File: config.mk
export PLATFORM = sky130hd
export DESIGN_NAME = recorder_stream_serializer
export DESIGN_NICKNAME = d
export VERILOG_FILES = /design/src/rtl/recorder_stream_serializer.sv
export SDC_FILE = /design/constraint.sdc
export NUM_CORES = 1
export LEC_CHECK = 0
export CAP_MARGIN = 40
export CORE_UTILIZATION = 52
export DETAILED_ROUTE_END_ITERATION = 16
export GPL_TIMING_DRIVEN = 0
export PLACE_DENSITY = 0.86
export SLEW_MARGIN = 20
export SYNTH_ARGS = -nofsm -noshare
export SYNTH_HDL_FRONTEND = slang
export SYNTH_SLANG_ARGS = --single-unit
File: constraint.sdc
create_clock -name clk -period 2.5 [get_ports clk]
set_clock_uncertainty 0.05 [all_clocks]
set_input_delay 0.5 -clock clk [delete_from_list [all_inputs] [get_ports clk]]
set_output_delay 0.5 -clock clk [all_outputs]
set_load 0.05 [all_outputs]
File: src/rtl/recorder_stream_serializer.sv
// Generic count-tracked FIFO: write port and combinational head read; pops are visible the same cycle.
// No internal flow control: the caller must never push when full without popping on the same edge.
module sync_fifo #(
  parameter int WIDTH = 32,
  parameter int DEPTH = 4,
  parameter int CW    = $clog2(DEPTH + 1)
) (
  input  logic             clk,
  input  logic             resetn,
  input  logic             clr,
  input  logic             push,
  input  logic [WIDTH-1:0] push_dat,
  input  logic             pop,
  output logic [WIDTH-1:0] pop_dat,
  output logic [CW-1:0]    count
);
  localparam int AW = $clog2(DEPTH);

  logic [WIDTH-1:0] mem [DEPTH];
  logic [AW:0]      wr_ptr_q;
  logic [AW:0]      rd_ptr_q;
  logic [CW-1:0]    count_q;

  // Storage is plain RAM; only the pointers and the count carry reset.
  always_ff @(posedge clk) begin
    if (push) mem[wr_ptr_q[AW-1:0]] <= push_dat;
  end

  always_ff @(posedge clk or negedge resetn) begin
    if (!resetn) begin
      wr_ptr_q <= '0;
      rd_ptr_q <= '0;
      count_q  <= '0;
    end else if (clr) begin
      wr_ptr_q <= '0;
      rd_ptr_q <= '0;
      count_q  <= '0;
    end else begin
      if (push) wr_ptr_q <= wr_ptr_q + (AW+1)'(1);
      if (pop)  rd_ptr_q <= rd_ptr_q + (AW+1)'(1);
      count_q <= count_q + CW'(push) - CW'(pop);
    end
  end

  assign pop_dat = mem[rd_ptr_q[AW-1:0]];
  assign count   = count_q;
endmodule

// Buffers wide recorder words and replays each as LSB-first OUT_WIDTH beats; 2 cycles in_valid->out_valid.
// out_ready stalls beats; the input cannot be stalled, so words arriving into a full FIFO are dropped and flagged.
module recorder_stream_serializer #(
  parameter int NUM_PORTS  = 1,
  parameter int DATA_WIDTH = 32,
  parameter int OUT_WIDTH  = 8,
  parameter int FIFO_DEPTH = 4,
  parameter int W          = NUM_PORTS * DATA_WIDTH,
  parameter int CW         = $clog2(FIFO_DEPTH + 1)
) (
  input  logic                 clk,
  input  logic                 resetn,
  input  logic                 clr,
  input  logic [W-1:0]         in_data,
  input  logic                 in_valid,
  output logic [OUT_WIDTH-1:0] out_data,
  output logic                 out_valid,
  input  logic                 out_ready,
  output logic                 out_last,
  output logic                 overflow,
  output logic [CW-1:0]        fill_level
);
  localparam int BEATS = W / OUT_WIDTH;
  localparam int BW    = $clog2(BEATS);
  localparam logic [BW-1:0] LAST_BEAT = BW'(BEATS - 1);

  typedef enum logic {EMPTY, SEND} state_t;

  state_t         state_q, state_d;
  logic [BW-1:0]  beat_q, beat_d;
  logic [W-1:0]   word_q;
  logic           overflow_q, overflow_d;
  logic           pop, push, load;
  logic [W-1:0]   head_dat;
  logic [CW-1:0]  count;
  logic           fifo_has_word;
  logic           fifo_full;

  sync_fifo #(
    .WIDTH (W),
    .DEPTH (FIFO_DEPTH),
    .CW    (CW)
  ) u_fifo (
    .clk      (clk),
    .resetn   (resetn),
    .clr      (clr),
    .push     (push),
    .push_dat (in_data),
    .pop      (pop),
    .pop_dat  (head_dat),
    .count    (count)
  );

  assign fifo_has_word = (count != '0);
  assign fifo_full     = (count == CW'(FIFO_DEPTH));

  always_ff @(posedge clk or negedge resetn) begin
    if (!resetn) begin
      state_q    <= EMPTY;
      beat_q     <= '0;
      word_q     <= '0;
      overflow_q <= 1'b0;
    end else begin
      state_q    <= state_d;
      beat_q     <= beat_d;
      overflow_q <= overflow_d;
      if (load) word_q <= head_dat;
    end
  end

  always_comb begin
    state_d = state_q;
    beat_d  = beat_q;
    pop     = 1'b0;
    load    = 1'b0;
    if (clr) begin
      state_d = EMPTY;
      beat_d  = '0;
    end else begin
      unique case (state_q)
        EMPTY: begin
          if (fifo_has_word) begin
            pop     = 1'b1;
            load    = 1'b1;
            beat_d  = '0;
            state_d = SEND;
          end
        end
        SEND: begin
          if (out_ready) begin
            if (beat_q == LAST_BEAT) begin
              beat_d = '0;
              // Chain straight into the next word so back-to-back words carry no bubble.
              if (fifo_has_word) begin
                pop  = 1'b1;
                load = 1'b1;
              end else begin
                state_d = EMPTY;
              end
            end else begin
              beat_d = beat_q + BW'(1);
            end
          end
        end
        default: state_d = EMPTY;
      endcase
    end
  end

  // A full FIFO still accepts a word when its head leaves on the same edge.
  assign push       = in_valid && !clr && (!fifo_full || pop);
  assign overflow_d = clr ? 1'b0 : (overflow_q || (in_valid && !push));

  assign out_valid  = (state_q == SEND);
  assign out_last   = out_valid && (beat_q == LAST_BEAT);
  assign out_data   = out_valid ? word_q[int'(beat_q)*OUT_WIDTH +: OUT_WIDTH] : '0;
  assign overflow   = overflow_q;
  assign fill_level = count;
endmodule

==> summary.md, run 1 <==
| Metric | Value |
|---|---|
| Status | completed |
| M1 WL | 5330 microns |
| Yosys cell types | 34 |
| Synth Instances | 322 |
| CTS max path bufs | 2 |
| Critical Setup Path Class | reg -> out |
| P&R area growth vs syn | 21.4% |
| Final hold vios | 0 |
| GP Congestion | 0.745 |
| Antenna-violating nets left | 0 |
| Uppermost layer routed | met4 |
| Ports | 51 |
| Fill cells | 793 |
| Wire length on met3 | slightly above 600 microns |
| Vias in the first global route | 3543 |
| Unrepaired setup endpoints after global routing | true |
| Met2 wire length | between 6000 and 7000 microns |
| Nets | about 450 |
| Critical Path End | out_data[6] |
| Synthesized flop and latch total | about 170 |
| Max-slew headroom | 0.559 |
| Endpoints failing setup | 0 |
| Pleak | 2.97 nW |
| Antenna violations before repair | 0 |
| Critical Path Fanout Max | 5 |
| Syn Area/Cell | 21.4 sq um |
| Post-Syn Nets | around 370 |
| H-tree depth | 4 |
| Die W | approximately 120 microns |
| Clk_lat worst skew | 0.42 ns |
| Delay-heaviest family, CP | multiplexers |
| Antenna diodes | 0 |
| Cts bufs inserted | 17 |
| Number of DRC markers in iteration 0 | 240 |
| Root buffer cell | clkbuf_16 |
| CTS tree | yes |
| Clock sink count | roughly 170 |
| Worst Slack Setup Final | around 0.021 ns |
| Chip height | 117 microns |
| Cell Chain, Critical Path | bufbuf_16 -> mux4_2 -> and2_1 -> buf_6 |
| Total core area | around 0.013 sq mm |
| PwrDens | approximately 1000 mW/mm^2 |
| Worst-path clk slew | approximately 0.060 ns |
| Pre-CTS setup slack | -0.613 ns |
| Port bufs | 50 |
| Post-detail-place hpwl | about 8200 microns |
| Worst-margin pin slew | around 0.66 ns |
| Synth warn | 0 |
| Post-Route WL | 12500 microns |
| Largest net degree at the start of global routing | 24 |
| Slowest stage delay, CP | 0.49 ns |
| Total power | approximately 0.0087 W |
| Cts hold-fix bufs | 0 |
| Seq/Total Area, Yosys | 0.714 |
| Initial Util | 0.540 |
| Share of layout cells above drive strength 1 | 0.344 |
| R2r endpoint | u_fifo.count[2] |
| RR Startpoint | beat_q[0] |
| Residual DRC count | 0 |
| Setup crit start kind | flip-flop |
| Post-DR vias/cell | about 5.7 |
| FF-to-FF setup slack | 0.09 ns |
| Fmax | about 400 MHz |
| Area of the mapped netlist | about 0.007 sq mm |
| Via count | about 3300 |
| Slowest stage cell, crit path | mux4_2 |
| DRT Pass-1 Iters | 4 |
| Arrival time worst endpoint | 1.93 ns |
| Worst Path Buf+Inv | 2 |
| Post-route minimum period | 2.48 ns |
| Peak supply drop | roughly 0.58 mV |
| Gr ovfl total | 0 |
| CP Capture Type | output pin |
| Hold Path Class | in -> async |
| Worst r2r path cells | 11 |
| First-pass GRT wire length | between 15000 and 20000 microns |
| Die Area | between 0.01 and 0.015 sq mm |
| Max Cap Violations | 0 |
| Final Max Tran Viols | 0 |
| Final worst-path cycle share | 0.991 |
| Critical path launch point | beat_q[0] |
| Worst Path Required | between 1.5 and 2 ns |
| WL per Instance | ~21 microns |
| WP depth | 4 |
| Rows | 41 |
| Gr usage total | 0.207 |
## cell usage in the layout, fill, tap and decap left out, types with 2 or more instances in the layout
master,count
buf_4,7
clkbuf_8,2
o21ai_0,2
nor3_4,2
nor2b_1,2
buf_6,6
mux4_2,35
inv_1,6
clkdlybuf4s50_1,40
mux4_1,5
dfrtp_2,3
inv_4,3
clkinv_4,2
buf_16,5
nand2b_1,3
clkbuf_1,4
mux2_2,12
mux2_4,22
nor2_1,6
buf_2,4
and2_1,8
and2_2,4
clkbuf_16,18
nor3b_1,2
ha_1,7
buf_12,3
dfrtp_1,40
a21oi_1,5
clkinvlp_4,4
edfxtp_1,128
clkinv_2,2
## layout make-up
| type | instances | area [sq um] | share of cell area |
|---|---|---|---|
| well taps | 172 | 215 | 0.0257 |
| flip-flops and latches | 171 | 4920 | 0.588 |
| multi-input cells | 129 | 1820 | 0.217 |
| clock buffers | 20 | 478 | 0.0571 |
| clock inverters | 12 | 85.1 | 0.0102 |
| inverters | 7 | 26.3 | 0.00314 |
| plain buffers | 15 | 153 | 0.0182 |
| repair buffers | 59 | 669 | 0.0800 |
## power by group
group	internal [W]	switching (W)
logic	0.00142	0.00112
registers	0.00348	0.000266
clock network	0.00138	0.00107
total	0.00628	0.00246
## through the flow
step                      cells  hold slack, ns  utilization  setup TNS (ns)  cell area, sq um
after floorplan             322           0.154            -               0              6900
after global placement      544           0.425        0.596         -120.23              7610
after detailed placement    549           0.445        0.607          -16.08              7750
after CTS                   585         0.00406        0.655         -0.0144              8360
after global routing        585          0.0312        0.655          -0.105              8370
final                       585         0.00900        0.655               0              8370
## per-layer routing
layer  global-route usage  vias to the layer above
li1                     -                     1451
met4               0.0565                        0
met2                0.344                       93
met3               0.0592                       15
met1                0.271                     1772
met5                    0                        -
## kinds of logic after synthesis
logic type,Yosys count,synth area share
AO/OA/AOI/OAI,12,0.0120
XOR/XNOR,2,0.00254
adder cells (fa/ha/maj),8,0.0156
buffers and inverters,22,0.0238
flip-flops,171,0.714
multiplexers,75,0.202
AND/OR/NAND/NOR,32,0.0300
## cells in the mapped netlist
| master | number | area [sq um] |
|---|---|---|
| edfxtp_1 | 128 | 3840 |
| dfrtp_1 | 43 | 1080 |
| mux4_2 | 35 | 788 |
| mux2_4 | 22 | 330 |
| and2_1 | 13 | 81.3 |
| mux2_2 | 12 | 135 |
| ha_1 | 7 | 87.6 |
| clkbuf_1 | 6 | 22.5 |
| inv_1 | 6 | 22.5 |
| nor2_1 | 6 | 22.5 |
| a21oi_1 | 5 | 25.0 |
| mux4_1 | 5 | 131 |
| buf_6 | 4 | 45.0 |
| buf_12 | 3 | 60.1 |
| nand2b_1 | 3 | 18.8 |
| buf_2 | 2 | 10.0 |
| nor2b_1 | 2 | 12.5 |
| nor3_4 | 2 | 32.5 |
| nor3b_1 | 2 | 15.0 |
| o21ai_0 | 2 | 10.0 |
| a21boi_0 | 1 | 7.51 |
| a21boi_4 | 1 | 18.8 |
| a22oi_1 | 1 | 7.51 |
| a31oi_1 | 1 | 6.26 |
| fa_1 | 1 | 20.0 |
| inv_2 | 1 | 3.75 |
| mux2i_1 | 1 | 10.0 |
| nand2_1 | 1 | 3.75 |
| nor4_1 | 1 | 6.26 |
| o31ai_1 | 1 | 7.51 |
| or3_1 | 1 | 6.26 |
| or4_1 | 1 | 7.51 |
| xnor2_1 | 1 | 8.76 |
| xor2_1 | 1 | 8.76 |
## sequential cells by signal, summed over array words and instances (netlist names)
signal / count
beat_q: 2
out_valid: 1
overflow: 1
u_fifo.count: 3
u_fifo.mem: 128
u_fifo.rd_ptr_q: 2
u_fifo.wr_ptr_q: 2
word_q: 32
## worst min path at each step
stage	start	to	slack (ns)
finish	resetn	u_fifo.wr_ptr_q[0]	0.009
global route	resetn	u_fifo.wr_ptr_q[0]	0.03
CTS	resetn	u_fifo.wr_ptr_q[0]	0.004
detailed placement	word_q[25]	word_q[25]	0.45
global placement	overflow	overflow	0.43
floorplan	resetn	beat_q[0]	0.15
## timing repair
| action | CTS | global route |
|---|---|---|
| pin swaps | 2 | 0 |
| cloned | 1 | 0 |
| gates resized for setup | 51 | 10 |
| buffers inserted | 3 | 0 |
| setup endpoints to repair | 11 | 8 |
Power figures use the tool's default switching activity.
==> run 2, diff against run 1 <==
- CAP_MARGIN: 40 -> unset
- CTS_CLUSTER_DIAMETER: unset -> 120
==> run 2 against run 1 <==
  * Final area did not move
  * Sequential share of layout area did not move
  * Clock-buffer cell count did not move
  * Power did not move
  * Clock power barely moved
  * Routed wire length did not move
  * Final cell count did not move
  * Largest cell class unchanged
==> summary.md, run 2 (synthesis gave the netlist of run 1 again) <==
| Metric | Value |
|---|---|
| Critical Setup Path Class | reg -> out |
| Cell Chain, Critical Path | bufbuf_16 -> mux4_2 -> and2_1 -> buf_6 |
| Die W | 117 microns (unchanged) |
| Delay-heaviest family, CP | multiplexers |
| Initial Util | 0.540 (unchanged) |
| Vias in the first global route | 3543 (unchanged) |
| Root buffer cell | clkbuf_16 |
| GRT busiest layer | met2 |
| Share of layout cells above drive strength 1 | 0.344 (unchanged) |
| Max Cap Violations | 0 (unchanged) |
| Via count | 3331 (unchanged) |
| Post-detail-place hpwl | 8210 microns (unchanged) |
| Clk_lat worst skew | 0.42 ns (about the same) |
| Critical Path Fanout Max | 5 (unchanged) |
| Most frequent cells in the layout | edfxtp_1 (128), dfrtp_1 (40), clkdlybuf4s50_1 (40), mux4_2 (35), mux2_4 (22) |
| Largest net degree at the start of global routing | 24 (unchanged) |
| Nets | 445 (unchanged) |
| Gr ovfl total | 0 (unchanged) |
| Cts bufs inserted | 17 (unchanged) |
| Port bufs | 50 (unchanged) |
| Critical path launch point | beat_q[0] |
| DRT Pass-1 Iters | 4 (unchanged) |
| Final Max Tran Viols | 0 (unchanged) |
| Antenna violations before repair | 0 (unchanged) |
| Worst Path Required | 1.95 ns (about the same) |
| Peak supply drop | 0.582 mV (unchanged) |
| P&R area growth vs syn | 21.4% (unchanged) |
| H-tree depth | 4 (unchanged) |
| CP Capture Type | output pin |
| Worst Slack Setup Final | 0.0215 ns (unchanged) |
| Die Area | 0.0137 sq mm (unchanged) |
| Fmax | 403 MHz (unchanged) |
| Setup crit start kind | flip-flop |
| Antenna-violating nets left | 0 (unchanged) |
| First-pass GRT wire length | 19600 microns (unchanged) |
| Status | completed |
| Fill cells | 793 (unchanged) |
| Final worst-path cycle share | 0.991 (unchanged) |
| Worst-path clk slew | 0.06 ns (about the same) |
| Final Cell Area | 0.00837 sq mm (unchanged) |
| Ports | 51 (unchanged) |
| Slowest stage delay, CP | 0.49 ns (about the same) |
| Chip height | 117 microns (unchanged) |
| Met2 usage | 0.344 (unchanged) |
| Post-DR vias/cell | 5.69 (unchanged) |
| Slowest stage cell, crit path | mux4_2 |
| CTS tree | yes |
| Pre-CTS setup slack | -0.613 ns (unchanged) |
| Final hold vios | 0 (unchanged) |
| GP Congestion | 0.745 (unchanged) |
| Clock sink count | 171 (unchanged) |
| Antenna diodes | 0 (unchanged) |
| Rows | 41 (unchanged) |
| CTS max path bufs | 2 (unchanged) |
| Pleak | 2.97 nW (unchanged) |
| Hold Path Class | in -> async |
| Cell Area, Placed | 0.00775 sq mm (unchanged) |
| GR Util met1 | 0.271 (unchanged) |
| Commonest non-fill, non-tap cell in the layout | edfxtp_1 |
| Number of DRC markers in iteration 0 | 240 (unchanged) |
| Max reg flops | 128 (unchanged) |
| PwrDens | 1040 mW/mm^2 (unchanged) |
| Arrival time worst endpoint | 1.93 ns (about the same) |
| Unrepaired setup endpoints after global routing | true |
| Gr usage total | 0.207 (unchanged) |
| RR Startpoint | beat_q[0] |
| Worst-margin pin slew | 0.661 ns (unchanged) |
| Total core area | 0.0128 sq mm (unchanged) |
| Post-route minimum period | 2.48 ns (unchanged) |
| Post-Route WL | 12500 microns (unchanged) |
| Worst Path Buf+Inv | 2 (unchanged) |
| Residual DRC count | 0 (unchanged) |
| Max-slew headroom | 0.559 (unchanged) |
| Cts hold-fix bufs | 0 (unchanged) |
| Met3 Use GR | 0.0592 (unchanged) |
| WL per Instance | 21.4 microns (unchanged) |
| Endpoints failing setup | 0 (unchanged) |
## run 2: cell counts in the layout (fill, tap and decap cells not counted)
Identical to the previous run, type by type.
## run 2: metrics by stage
stage | total power (W) | cells | utilization | TNS (ns) | hold WS, ns
floorplan | 0.00560 | 322 | - | 0 | 0.154
global placement | 0.00615 | 544 | 0.596 | -120.23 | 0.425
detailed placement | 0.00628 | 549 | 0.607 | -16.08 | 0.445
CTS | 0.00879 | 585 | 0.655 | -0.0144 | 0.00406
global route | 0.00909 | 585 | 0.655 | -0.105 | 0.0312
finish | 0.00874 | 585 | 0.655 | 0 | 0.00900
## run 2: layer usage
metal / up-vias / routed length, microns
met5: - / 0
met4: 0 / 121
met3: 15 / 606
met2: 93 / 6470
met1: 1772 / 5330
li1: 1451 / -
## run 2: final cells by class
class / instances / area (sq um) / share of cell area
Clock buffer: 20 / 478 / 0.0571
Sequential cell: 171 / 4920 / 0.588
Clock inverter: 12 / 85.1 / 0.0102
Buffer: 15 / 153 / 0.0182
Multi-Input combinational cell: 129 / 1820 / 0.217
Timing Repair Buffer: 59 / 669 / 0.0800
Inverter: 7 / 26.3 / 0.00314
Tap cell: 172 / 215 / 0.0257
## run 2: power breakdown
| part | total, W | internal (W) | switching [W] |
|---|---|---|---|
| registers | 0.00374 | 0.00348 | 0.000266 |
| logic | 0.00254 | 0.00142 | 0.00112 |
| clock network | 0.00245 | 0.00138 | 0.00107 |
## run 2: worst paths after layout
path                       cells past startpoint            endpoint  slack, ns
setup reg to reg                              11     u_fifo.count[2]       0.09
hold reg to reg                                2            overflow       0.45
max in group asynchronous                      2          word_q[19]       1.88
min in group clk                               2            overflow       0.45
setup / recovery                               4         out_data[6]       0.02
hold / removal                                 1  u_fifo.wr_ptr_q[0]      0.009
## run 2: repair_timing
item	CTS	global route
resized for setup	51	10
buffers inserted	3	0
cloned	1	0
endpoints found under the setup margin	11	8
pin swaps	2	0
